--- config.mk ---
export PLATFORM = sky130hd
export DESIGN_NAME = csr_commit_unit
export DESIGN_NICKNAME = d
export VERILOG_FILES = /design/src/rtl/csr_pkg.sv /design/src/rtl/csr_counters.sv /design/src/rtl/csr_commit_unit.sv
export SDC_FILE = /design/constraint.sdc
export NUM_CORES = 1
export LEC_CHECK = 0
export CAP_MARGIN = 40
export CORE_MARGIN = 10
export CORE_UTILIZATION = 30
export CTS_CLUSTER_DIAMETER = 30
export DETAILED_ROUTE_END_ITERATION = 12
export HOLD_SLACK_MARGIN = 0.15
export SETUP_SLACK_MARGIN = 0.02
export SKIP_LAST_GASP = 1
export SLEW_MARGIN = 40
export SYNTH_ARGS = -nofsm -noshare
export SYNTH_HDL_FRONTEND = slang
export SYNTH_SLANG_ARGS = --single-unit
--- constraint.sdc ---
create_clock -name clk -period 21.9 [get_ports clk]
set_input_delay 4.38 -clock clk [delete_from_list [all_inputs] [get_ports clk]]
set_output_delay 4.38 -clock clk [all_outputs]
set_load 0.01 [all_outputs]
--- src/rtl/csr_pkg.sv ---
// Shared types and constants for the machine-mode CSR commit unit:
// CSR addresses, mstatus field positions, FSM states and channel packets.
package csr_pkg;

  localparam logic [11:0] CSR_MSTATUS  = 12'h300;
  localparam logic [11:0] CSR_MIE      = 12'h304;
  localparam logic [11:0] CSR_MTVEC    = 12'h305;
  localparam logic [11:0] CSR_MSCRATCH = 12'h340;
  localparam logic [11:0] CSR_MEPC     = 12'h341;
  localparam logic [11:0] CSR_MCAUSE   = 12'h342;
  localparam logic [11:0] CSR_MIP      = 12'h344;
  localparam logic [11:0] CSR_MCYCLE   = 12'hB00;
  localparam logic [11:0] CSR_MINSTRET = 12'hB02;

  localparam int MSTATUS_MIE    = 3;
  localparam int MSTATUS_MPIE   = 7;
  localparam int MSTATUS_MPP_LO = 11;
  localparam int MSTATUS_MPP_HI = 12;

  typedef enum logic {IDLE, REDIR} state_t;

  // Packet from writeback; no flag set means a plain CSR write.
  typedef struct packed {
    logic        ecall;
    logic        ebreak;
    logic        mret;
    logic [63:0] pc;
    logic        csr_write_enable;
    logic [11:0] csr_dest_addr;
    logic [63:0] csr_write_data;
  } csr_writer_t;

  typedef struct packed {
    logic        do_jump;
    logic        jump_inst;
    logic [63:0] dest_addr;
    logic [31:0] inst_counter;
  } jump_writer_t;

endpackage

--- src/rtl/csr_counters.sv ---
// mcycle / minstret performance counters; a same-cycle explicit write
// overrides the increment. Only instantiated when CSR_COUNTERS_EN is defined.
module csr_counters
  import csr_pkg::*;
(
  input  logic        clk,
  input  logic        reset,
  input  logic        retire,
  input  logic        wr_en,
  input  logic [11:0] wr_addr,
  input  logic [63:0] wr_data,
  output logic [63:0] mcycle,
  output logic [63:0] minstret
);

  always_ff @(posedge clk or posedge reset) begin
    if (reset) begin
      mcycle   <= '0;
      minstret <= '0;
    end else begin
      if (wr_en && wr_addr == CSR_MCYCLE) mcycle <= wr_data;
      else                                mcycle <= mcycle + 64'd1;

      if (wr_en && wr_addr == CSR_MINSTRET) minstret <= wr_data;
      else if (retire)                      minstret <= minstret + 64'd1;
    end
  end

endmodule

--- src/rtl/csr_commit_unit.sv ---
// Machine-mode CSR file and commit point for csr_writer packets; traps and mret
// produce a one-cycle redirect. Optional counters under `define CSR_COUNTERS_EN.
module csr_commit_unit
  import csr_pkg::*;
#(
  parameter logic [63:0] MTVEC_RESET  = 64'h0,
  parameter logic [63:0] MCAUSE_ECALL = 64'd11,
  parameter logic [63:0] MCAUSE_EBRK  = 64'd3
) (
  input  logic         clk,
  input  logic         reset,
  input  logic         wr_valid,
  input  csr_writer_t  wr,
  output logic         wr_ready,
  input  logic         retire,
  input  logic [11:0]  rd_addr,
  output logic [63:0]  rd_data,
  output jump_writer_t redirect
);

  state_t      state_q, state_d;
  logic [63:0] target_q;
  logic [63:0] mstatus, mepc, mcause, mscratch, mie, mip, mtvec;
  logic        accept, is_ecall, is_ebreak, is_mret, is_plain, plain_we;

  assign wr_ready  = (state_q == IDLE);
  assign accept    = wr_valid & wr_ready;
  assign is_ecall  = wr.ecall;
  assign is_ebreak = ~wr.ecall & wr.ebreak;
  assign is_mret   = ~wr.ecall & ~wr.ebreak & wr.mret;
  assign is_plain  = ~wr.ecall & ~wr.ebreak & ~wr.mret;
  assign plain_we  = accept & is_plain & wr.csr_write_enable;

  always_ff @(posedge clk or posedge reset) begin
    if (reset) state_q <= IDLE;
    else       state_q <= state_d;
  end

  // NOTE: every variable written here gets a default first so no latch is inferred.
  always_comb begin
    state_d  = state_q;
    redirect = '0;
    case (state_q)
      IDLE: begin
        if (accept && !is_plain) state_d = REDIR;
      end
      REDIR: begin
        redirect.do_jump      = 1'b1;
        redirect.jump_inst    = 1'b1;
        redirect.dest_addr    = target_q;
        redirect.inst_counter = '0;
        state_d               = IDLE;
      end
      default: state_d = IDLE;
    endcase
  end

  // NOTE: non-blocking assignments so every CSR update in this block sees the
  // pre-edge values (mret reads the old mepc, ecall reads the old MIE).
  always_ff @(posedge clk or posedge reset) begin
    if (reset) begin
      mstatus  <= '0;
      mepc     <= '0;
      mcause   <= '0;
      mscratch <= '0;
      mie      <= '0;
      mip      <= '0;
      mtvec    <= MTVEC_RESET;
      target_q <= '0;
    end else if (accept) begin
      if (is_ecall || is_ebreak) begin
        mepc                                  <= wr.pc;
        mcause                                <= is_ecall ? MCAUSE_ECALL : MCAUSE_EBRK;
        mstatus[MSTATUS_MPIE]                 <= mstatus[MSTATUS_MIE];
        mstatus[MSTATUS_MIE]                  <= 1'b0;
        mstatus[MSTATUS_MPP_HI:MSTATUS_MPP_LO] <= 2'b11;
        target_q                              <= {mtvec[63:2], 2'b00};
      end else if (is_mret) begin
        mstatus[MSTATUS_MIE]                  <= mstatus[MSTATUS_MPIE];
        mstatus[MSTATUS_MPIE]                 <= 1'b1;
        mstatus[MSTATUS_MPP_HI:MSTATUS_MPP_LO] <= 2'b00;
        target_q                              <= mepc;
      end else if (wr.csr_write_enable) begin
        case (wr.csr_dest_addr)
          CSR_MSTATUS:  mstatus  <= wr.csr_write_data;
          CSR_MIE:      mie      <= wr.csr_write_data;
          CSR_MTVEC:    mtvec    <= wr.csr_write_data;
          CSR_MSCRATCH: mscratch <= wr.csr_write_data;
          CSR_MEPC:     mepc     <= wr.csr_write_data;
          CSR_MCAUSE:   mcause   <= wr.csr_write_data;
          CSR_MIP:      mip      <= wr.csr_write_data;
          default: ;
        endcase
      end
    end
  end

`ifdef CSR_COUNTERS_EN
  logic [63:0] mcycle, minstret;

  csr_counters u_counters (
    .clk      (clk),
    .reset    (reset),
    .retire   (retire),
    .wr_en    (plain_we),
    .wr_addr  (wr.csr_dest_addr),
    .wr_data  (wr.csr_write_data),
    .mcycle   (mcycle),
    .minstret (minstret)
  );
`else
  logic unused_counter_inputs;
  assign unused_counter_inputs = retire ^ plain_we;
`endif

  // Registered values only: a read in the same cycle as a write returns the old value.
  always_comb begin
    rd_data = '0;
    case (rd_addr)
      CSR_MSTATUS:  rd_data = mstatus;
      CSR_MIE:      rd_data = mie;
      CSR_MTVEC:    rd_data = mtvec;
      CSR_MSCRATCH: rd_data = mscratch;
      CSR_MEPC:     rd_data = mepc;
      CSR_MCAUSE:   rd_data = mcause;
      CSR_MIP:      rd_data = mip;
`ifdef CSR_COUNTERS_EN
      CSR_MCYCLE:   rd_data = mcycle;
      CSR_MINSTRET: rd_data = minstret;
`endif
      default:      rd_data = '0;
    endcase
  end

endmodule

==> results of run 1 <==
[cells by family after synthesis]
logic type | count (synthesis) | share of synthesized area [%]
buffers and inverters | 195 | 4.13
muxes | 443 | 23.4
and+or+nand+nor | 297 | 7.31
AOI/OAI and AO/OA | 339 | 11.8
other | 1 | 0.0156
DFF | 513 | 53.3
[power groups by stage]
stage               clock, mW  combinational (mW)  sequential (mW)
global route             2.03               0.198             1.02
finish                   1.94               0.181             1.02
floorplan                   0               0.101             1.02
global placement            0               0.175             1.03
detailed placement          0               0.182             1.03
CTS                      1.97               0.183             1.02
[worst max-delay path, stage by stage]
cell and delay [ns]:
clkdlybuf4s50_1 0.40, or4_1 0.60, nor3b_2 0.21, buf_6 0.66
nor4bb_4 0.43, buf_4 0.61, a221o_1 0.38, clkdlybuf4s50_1 0.59
[per-layer routing]
| metal | vias to the layer above | track usage [%] | routed length, um |
|---|---|---|---|
| li1 | 7362 | - | - |
| met1 | 9075 | 22.2 | 35000 |
| met2 | 646 | 26.8 | 36900 |
| met3 | 178 | 4.21 | 5330 |
| met4 | 6 | 7.56 | 2600 |
| met5 | - | 0 | 41 |
[stage by stage]
step,hold slack (ns),cells
2_1_floorplan,0.442,1819
3_3_place_gp,0.457,3005
3_5_place_dp,0.461,3012
4_1_cts,0.471,3248
5_1_grt,0.491,3250
6_report,0.468,3251
[registers in the layout (all words and copies together), names as in the netlist]
signal    count
mip          64
target_q     64
mie          64
state_q       1
mtvec        64
mcause       64
mscratch     64
mepc         64
mstatus      64
[path summary, 6_finish.rpt]
kind / to / slack, ns / cells past startpoint
max in group asynchronous: mepc[27] / 16.30 / 4
min in group asynchronous: mtvec[60] / 4.21 / 2
hold / removal: target_q[11] / 0.47 / 2
hold reg to reg: target_q[11] / 0.47 / 2
setup reg to reg: mtvec[11] / 18.26 / 6
setup / recovery: rd_data[25] / 9.22 / 8
[final cells by class]
type                       count  area (sq um)  share of cell area (%)
sequential                   513         12800                    39.5
multi-input combinational   1111         10500                    32.2
clock buffer                 173          3710                    11.4
timing repair buffer         327          3340                    10.3
tap                         1050          1310                    4.04
clock inverter                63           763                    2.35
inverter                      12          57.6                   0.177
antenna                        2          5.00                  0.0154
[cells in the mapped netlist, types with 3 or more instances]
master,n
a221o_1,121
a221o_2,4
a22o_1,125
a22oi_1,5
and2_1,64
and3_1,58
and3_2,4
buf_1,12
buf_2,34
buf_4,34
buf_6,3
buf_8,6
clkbuf_1,93
dfrtp_1,513
inv_1,12
mux2_1,11
mux2_2,306
mux2i_1,62
mux4_2,64
nand2_1,69
nor2_1,6
nor2b_1,64
nor3b_1,4
o21ai_0,66
o22ai_1,3
o2bb2ai_1,3
or4_1,4
==> results.py, run 1 <==
metrics = {
    "power": {
        "p_leak_nw": 15.0,
        "clkPwrFrac_pct": 61.8,
        "powerDensity_mw_per_mm2": 96.4,
        "seq_power_share_pct": 32.4,
        "vdd_drop_max_uv": 56.5,
        "pwr-share-comb_pct": 5.8,
        "p_total_mw": 3.13,
        "p_sw_uw": 720,
        "p_int_mw": 2.41,
        "sw_frac_of_total_pct": 23.0,
    },
    "logic_synthesis": {
        "yosys.area.top_type_share_pct": 53.3,
        "yosysTopAreaCell": "dfrtp_1",
        "synthCells": 1788,
        "synth_area_leaders": "dfrtp_1 53%, mux2_2 14%, mux4_2 6.0%",
        "async_reset_ff_share_pct": 100,
        "synth_cell_types": 56,
        "ys_warn_count": 0,
        "ys_ff_latch": 513,
        "synth_edf_count": 0,
        "synthFlopType": "dfrtp_1",
        "synthesis.area_sq_mm": 0.0241,
        "synth_area_per_cell_sq_um": 13.5,
        "ys_seq_area_share_pct": 53.3,
    },
    "finish": {
        "fin_util_pct": 41.0,
        "layout_common_cells": "512 x dfrtp_1, 306 x mux2_2, 287 x clkdlybuf4s50_1",
        "drive_above_1_share_pct": 30.1,
        "n_fill_cell": 7288,
        "fin_nets": 2256,
        "final_common_cell": "dfrtp_1",
        "area_growth_pct": 35.0,
        "design_area_sq_mm": 0.0325,
    },
    "floorplanning": {
        "fp.dieH_um": 303,
        "start_util_pct": 30.4,
        "core_area_sq_mm": 0.0793,
        "fp.dieW_um": 303,
        "die_area_sq_mm": 0.0920,
        "io_pins": 323,
        "rows": 103,
    },
    "min_path": {
        "hp-start": "target_q[11]",
        "hp-class": "register to register",
    },
    "placed_design": {
        "gp_congestion": 0.770,
        "dp_worst_setup_slack_ns": 9.24,
        "post_dp_cell_area_sq_mm": 0.0280,
        "detailed_place_hpwl_um": 47700,
        "port_buffers": 289,
    },
    "clocking": {
        "clock_sinks": 513,
        "htree_levels": 4,
        "cts_resized": 0,
        "clk-insertion-delay-late_ns": 0.69,
        "ctsLongestPathBuffers": 3,
        "root_buffer": "clkbuf_16",
        "cts_tree": "done",
        "cts_setup_buffers": 0,
        "ctsHoldBuffers": 0,
        "cts_buffers": 131,
        "path_clk_slew_ns": 0.04,
    },
    "drt": {
        "drt_iter0_drc": 1056,
        "viasPerCell": 5.31,
        "ant_nets": 0,
        "avgRoutedWirePerCell_um": 24.6,
        "drc": 0,
        "wirelength_um": 79900,
        "firstDrtPassIters": 5,
        "via_count": 17300,
    },
    "sta": {
        "fin_crit_sh_pct": 57.9,
        "finClkSkew_ns": 0.0205,
        "timing.setup.tns_ns": 0,
        "rsz0062_at_grt": "no",
        "clock.fmax_mhz": 78.9,
        "setup_ws_ns": 9.22,
        "slew_headroom_pct": 41.0,
        "slew_violations": 0,
        "finalSetupViolCount": 0,
        "hold_viol_final": 0,
        "worstMarginPinSlew_ns": 0.885,
        "min_period_ns": 12.68,
    },
    "setup_path": {
        "crit_type": "input port to output pin",
        "crit_start": "rd_addr[3]",
        "r2r-start": "state_q",
        "critical_path.max_fanout": 65,
        "crit_path_end_kind": "output pin",
        "arrival_ns": 8.30,
        "required_ns": 17.52,
        "startpoint_type": "input port",
    },
    "global_routing": {
        "grt_pass1_wl_um": 120000,
        "grt_antenna_before_repair": 7,
        "overflow": 0,
        "grt_pass1_vias": 19000,
        "grt_usage_pct": 17.1,
        "grt_max_degree": 112,
    },
    "run": {
        "cap_violations": 0,
    },
    "run_status": {
        "run_status": "completed",
    },
}
Note: power is estimated with default switching activity, not from simulation.
==> run 2, diff against run 1 <==
==> constraint.sdc (replaced) <==
create_clock -name clk -period 11.17 [get_ports clk]
set_input_delay 2.234 -clock clk [delete_from_list [all_inputs] [get_ports clk]]
set_output_delay 2.234 -clock clk [all_outputs]
set_load 0.01 [all_outputs]
==> results.py, run 2 (synthesis gave the netlist of run 1 again) <==
metrics = {
    "run_status": {
        "run_status": "completed",
    },
    "floorplanning": {
        "fp.dieH_um": 303,
        "start_util_pct": 30.4,
        "fp.dieW_um": 303,
        "rows": 103,
        "die_area_sq_mm": 0.0920,
        "io_pins": 323,
        "core_area_sq_mm": 0.0793,
    },
    "finish": {
        "drive_above_1_share_pct": 30.2,
        "multiInputGateArea_sq_mm": 0.0105,
        "seq_area_sq_mm": 0.0128,
        "layout_common_cells": "512 x dfrtp_1, 306 x mux2_2, 287 x clkdlybuf4s50_1",
        "area_growth_pct": 35.8,
        "n_antenna_cell": 0,
        "finalNonFillerCells": 3255,
        "fin_nets": 2260,
        "final_common_cell": "dfrtp_1",
        "n_fill_cell": 7270,
    },
    "drt": {
        "wirelength_um": 78700,
        "drc": 0,
        "viasPerCell": 5.25,
        "via_count": 17100,
        "ant_nets": 0,
        "firstDrtPassIters": 5,
        "avgRoutedWirePerCell_um": 24.2,
        "drt_iter0_drc": 1178,
    },
    "sta": {
        "finalSetupViolCount": 0,
        "rsz0062_at_grt": "no",
        "finClkSkew_ns": 0.0308,
        "worstMarginPinSlew_ns": 0.913,
        "hold_viol_final": 0,
        "timing.setup.tns_ns": 0,
        "slew_headroom_pct": 39.1,
        "slew_violations": 0,
        "fin_crit_sh_pct": 73.0,
        "holdWs_ns": 0.467,
        "clock.fmax_mhz": 123,
        "min_period_ns": 8.15,
    },
    "global_routing": {
        "grt_usage_pct": 17.0,
        "grt_antenna_before_repair": 8,
        "grt_pass1_vias": 19100,
        "grt_max_degree": 154,
        "overflow": 0,
        "grt_pass1_wl_um": 120000,
    },
    "placed_design": {
        "gp_congestion": 0.748,
        "detailed_place_hpwl_um": 47700,
        "port_buffers": 289,
        "place_inst": 3015,
    },
    "clocking": {
        "root_buffer": "clkbuf_16",
        "htree_levels": 4,
        "cts_setup_buffers": 0,
        "cts_resized": 0,
        "clock_sinks": 513,
        "ctsHoldBuffers": 0,
        "cts_buffers": 131,
        "cts_tree": "done",
        "ctsLongestPathBuffers": 3,
        "clk-insertion-delay-late_ns": 0.71,
        "path_clk_slew_ns": 0.04,
    },
    "power": {
        "powerDensity_mw_per_mm2": 189,
        "vdd_drop_max_uv": 123,
        "p_leak_nw": 15.0,
    },
    "run": {
        "cap_violations": 0,
    },
    "setup_path": {
        "crit_path_end_kind": "output pin",
        "startpoint_type": "input port",
        "arrival_ns": 5.92,
        "critical_path.max_fanout": 46,
        "crit_type": "input port to output pin",
        "r2r_cells": 7,
        "required_ns": 8.94,
    },
    "min_path": {
        "holdPathStages": 2,
        "hp-class": "register to register",
    },
}
run 2: metal layers:
layer  share of wire [%]  global-route usage, %  vias to the layer above  wire length, um
li1                    -                      -                     7346                -
met2                  47                   27.2                      578            37300
met1                  44                   22.0                     9006            34600
met5               0.069                      0                        -               54
met4                 2.2                   6.14                        8             1730
met3                 6.4                   4.28                      136             5070
run 2: final timing paths:
kind | from | endpoint | slack [ns]
worst max-delay path | rd_addr[3] | rd_data[8] | 3.02
worst min-delay path | target_q[34] | target_q[34] | 0.47
worst max register to register | state_q | mscratch[29] | 7.19
worst min register to register | target_q[34] | target_q[34] | 0.47
max in group asynchronous | reset | mcause[17] | 7.83
min in group asynchronous | reset | target_q[62] | 1.99
run 2: report_power, final:
part | total [mW] | leakage [nW] | internal, mW | switching [mW]
registers | 1.99 | 7.00 | 1.94 | 0.0561
clock network | 3.83 | 2.22 | 2.64 | 1.19
logic | 0.354 | 5.81 | 0.159 | 0.196
run 2: metrics by stage:
step	worst slack (ns)	instance area, sq um	utilization [%]	power (mW)
3_5_place_dp	2.98	28100	35.4	2.37
4_1_cts	2.97	32600	41.2	6.25
6_report	3.02	32700	41.3	6.18
3_3_place_gp	3.00	27800	35.1	2.36
2_1_floorplan	1.97	24200	-	2.20
5_1_grt	2.85	32700	41.3	6.40
run 2: layout make-up:
| type | instances | area share, % |
|---|---|---|
| well taps | 1050 | 4.02 |
| multi-input cells | 1111 | 32.0 |
| clock inverters | 61 | 2.59 |
| flip-flops and latches | 513 | 39.3 |
| clock buffers | 177 | 11.4 |
| repair buffers | 331 | 10.5 |
| inverters | 12 | 0.149 |
run 2: critical path, stage by stage:
cell	delay (ns)
clkdlybuf4s50_1	0.39
or4_1	0.62
nor3b_2	0.19
buf_4	0.39
nor4bb_4	0.37
buf_4	0.66
a221o_1	0.28
clkdlybuf4s50_1	0.67
==> run 3, diff against run 2 <==
==> constraint.sdc (replaced) <==
create_clock -name clk -period 7.6 [get_ports clk]
set_input_delay 1.52 -clock clk [delete_from_list [all_inputs] [get_ports clk]]
set_output_delay 1.52 -clock clk [all_outputs]
set_load 0.01 [all_outputs]
==> results.py, run 3 (synthesis gave the netlist of run 1 again) <==
metrics = {
    "run_status": {
        "run_status": "completed",
    },
    "clocking": {
        "ctsLongestPathBuffers": 3,
        "root_buffer": "clkbuf_16",
        "cts_tree": "done",
        "htree_levels": 4,
        "clk-insertion-delay-late_ns": 0.73,
        "cts_buffers": 134,
        "cts_resized": 0,
        "clock_sinks": 513,
        "ctsHoldBuffers": 0,
        "path_clk_slew_ns": 0.04,
        "cts_setup_buffers": 0,
    },
    "sta": {
        "clock.fmax_mhz": 156,
        "hold_viol_final": 0,
        "min_period_ns": 6.43,
        "finalSetupViolCount": 0,
        "timing.setup.tns_ns": 0,
        "setup_ws_ns": 1.17,
        "rsz0062_at_grt": "no",
        "finClkSkew_ns": 0.0428,
        "holdWs_ns": 0.470,
        "slew_headroom_pct": 43.0,
        "worstMarginPinSlew_ns": 0.854,
        "fin_crit_sh_pct": 84.6,
        "slew_violations": 0,
    },
    "setup_path": {
        "startpoint_type": "input port",
        "regToRegSetupSlack_ns": 3.85,
        "critical_path.max_fanout": 45,
        "r2r-start": "state_q",
        "rr_endpoint": "mip[14]",
        "crit_path_end_kind": "output pin",
        "required_ns": 6.08,
        "arrival_ns": 4.91,
        "r2r_cells": 7,
        "crit_type": "input port to output pin",
    },
    "floorplanning": {
        "core_area_sq_mm": 0.0793,
        "rows": 103,
        "io_pins": 323,
        "die_area_sq_mm": 0.0920,
        "fp.dieH_um": 303,
        "start_util_pct": 30.4,
        "fp.dieW_um": 303,
    },
    "run": {
        "cap_violations": 0,
    },
    "global_routing": {
        "overflow": 0,
        "grt_max_degree": 107,
        "grt_pass1_wl_um": 120000,
        "grt_pass1_vias": 19300,
        "grt_usage_pct": 17.1,
        "grt_antenna_before_repair": 7,
    },
    "drt": {
        "drc": 0,
        "wirelength_um": 78900,
        "via_count": 17200,
        "drt_iter0_drc": 1049,
        "avgRoutedWirePerCell_um": 24.1,
        "viasPerCell": 5.26,
        "firstDrtPassIters": 5,
        "ant_nets": 0,
    },
    "placed_design": {
        "dp_worst_setup_slack_ns": 1.16,
        "port_buffers": 289,
        "gp_congestion": 0.785,
        "detailed_place_hpwl_um": 49500,
    },
    "min_path": {
        "hp-start": "target_q[9]",
        "hold_path_end": "target_q[9]",
        "holdPathStages": 2,
        "hp-class": "register to register",
    },
    "finish": {
        "layout_common_cells": "512 x dfrtp_1, 306 x mux2_2, 287 x clkdlybuf4s50_1",
        "fin_nets": 2267,
        "fin_util_pct": 41.8,
        "area_growth_pct": 37.5,
        "n_fill_cell": 7218,
        "drive_above_1_share_pct": 30.6,
        "final_common_cell": "dfrtp_1",
    },
    "power": {
        "p_leak_nw": 15.2,
        "vdd_drop_max_uv": 180,
        "powerDensity_mw_per_mm2": 288,
        "p_total_mw": 9.54,
    },
}
## run 3: changes by cell type in the layout (fill, tap and decap cells not counted), sizes merged
cell	previous run	this run
clkinv	31	33
bufinv	13	24
clkbuf	177	173
diode	0	2
buf	44	48
inv	17	20
clkinvlp	12	8
## run 3: final cells by class
| class | instances | area [sq um] | area share [%] |
|---|---|---|---|
| Timing Repair Buffer | 335 | 3500 | 10.6 |
| Multi-Input combinational cell | 1111 | 10500 | 31.6 |
| Antenna cell | 2 | 5.00 | 0.0151 |
| Clock inverter | 73 | 1230 | 3.72 |
| Sequential cell | 513 | 12800 | 38.8 |
| Clock buffer | 173 | 3690 | 11.1 |
| Tap cell | 1050 | 1310 | 3.97 |
| Inverter | 12 | 48.8 | 0.147 |
## run 3: worst max-delay path by stage
stage                startpoint     endpoint  slack (ns)  depth (start not counted)
global placement    rd_addr[11]  rd_data[46]        1.19                          7
finish              rd_addr[11]  rd_data[46]        1.17                          7
global route        rd_addr[11]  rd_data[46]        1.07                          7
CTS                 rd_addr[11]  rd_data[46]        1.16                          7
detailed placement  rd_addr[11]  rd_data[46]        1.16                          7
floorplan                 reset    mcause[0]       -0.89                          1
## run 3: stage by stage
step,cell area (sq um),std cells
2_1_floorplan,24200,1819
3_3_place_gp,27900,3009
3_5_place_dp,28200,3021
4_1_cts,33100,3267
5_1_grt,33100,3267
6_report,33100,3269
## run 3: worst max-delay path: stages
cell	delay, ns
clkdlybuf4s50_1	0.66
nand4bb_1	0.43
or4_4	0.86
buf_4	0.39
nor2b_1	0.15
a221o_1	0.21
clkdlybuf4s50_1	0.57
## run 3: where the power goes
group / switching, mW / leakage, nW / internal (mW)
clock: 1.83 / 2.39 / 4.26
sequential: 0.0815 / 7.00 / 2.84
combinational: 0.288 / 5.83 / 0.234
total: 2.20 / 15.2 / 7.34
## run 3: metal layers
metal  part of all wire, %  GRT usage [%]  vias up  wire [um]
li1                      -              -     7396          -
met1                    44           22.3     9104      35000
met2                    47           26.8      549      36900
met3                   6.2           4.39      145       4920
met4                   2.5           6.85        8       2000
met5                 0.066              0        -         52
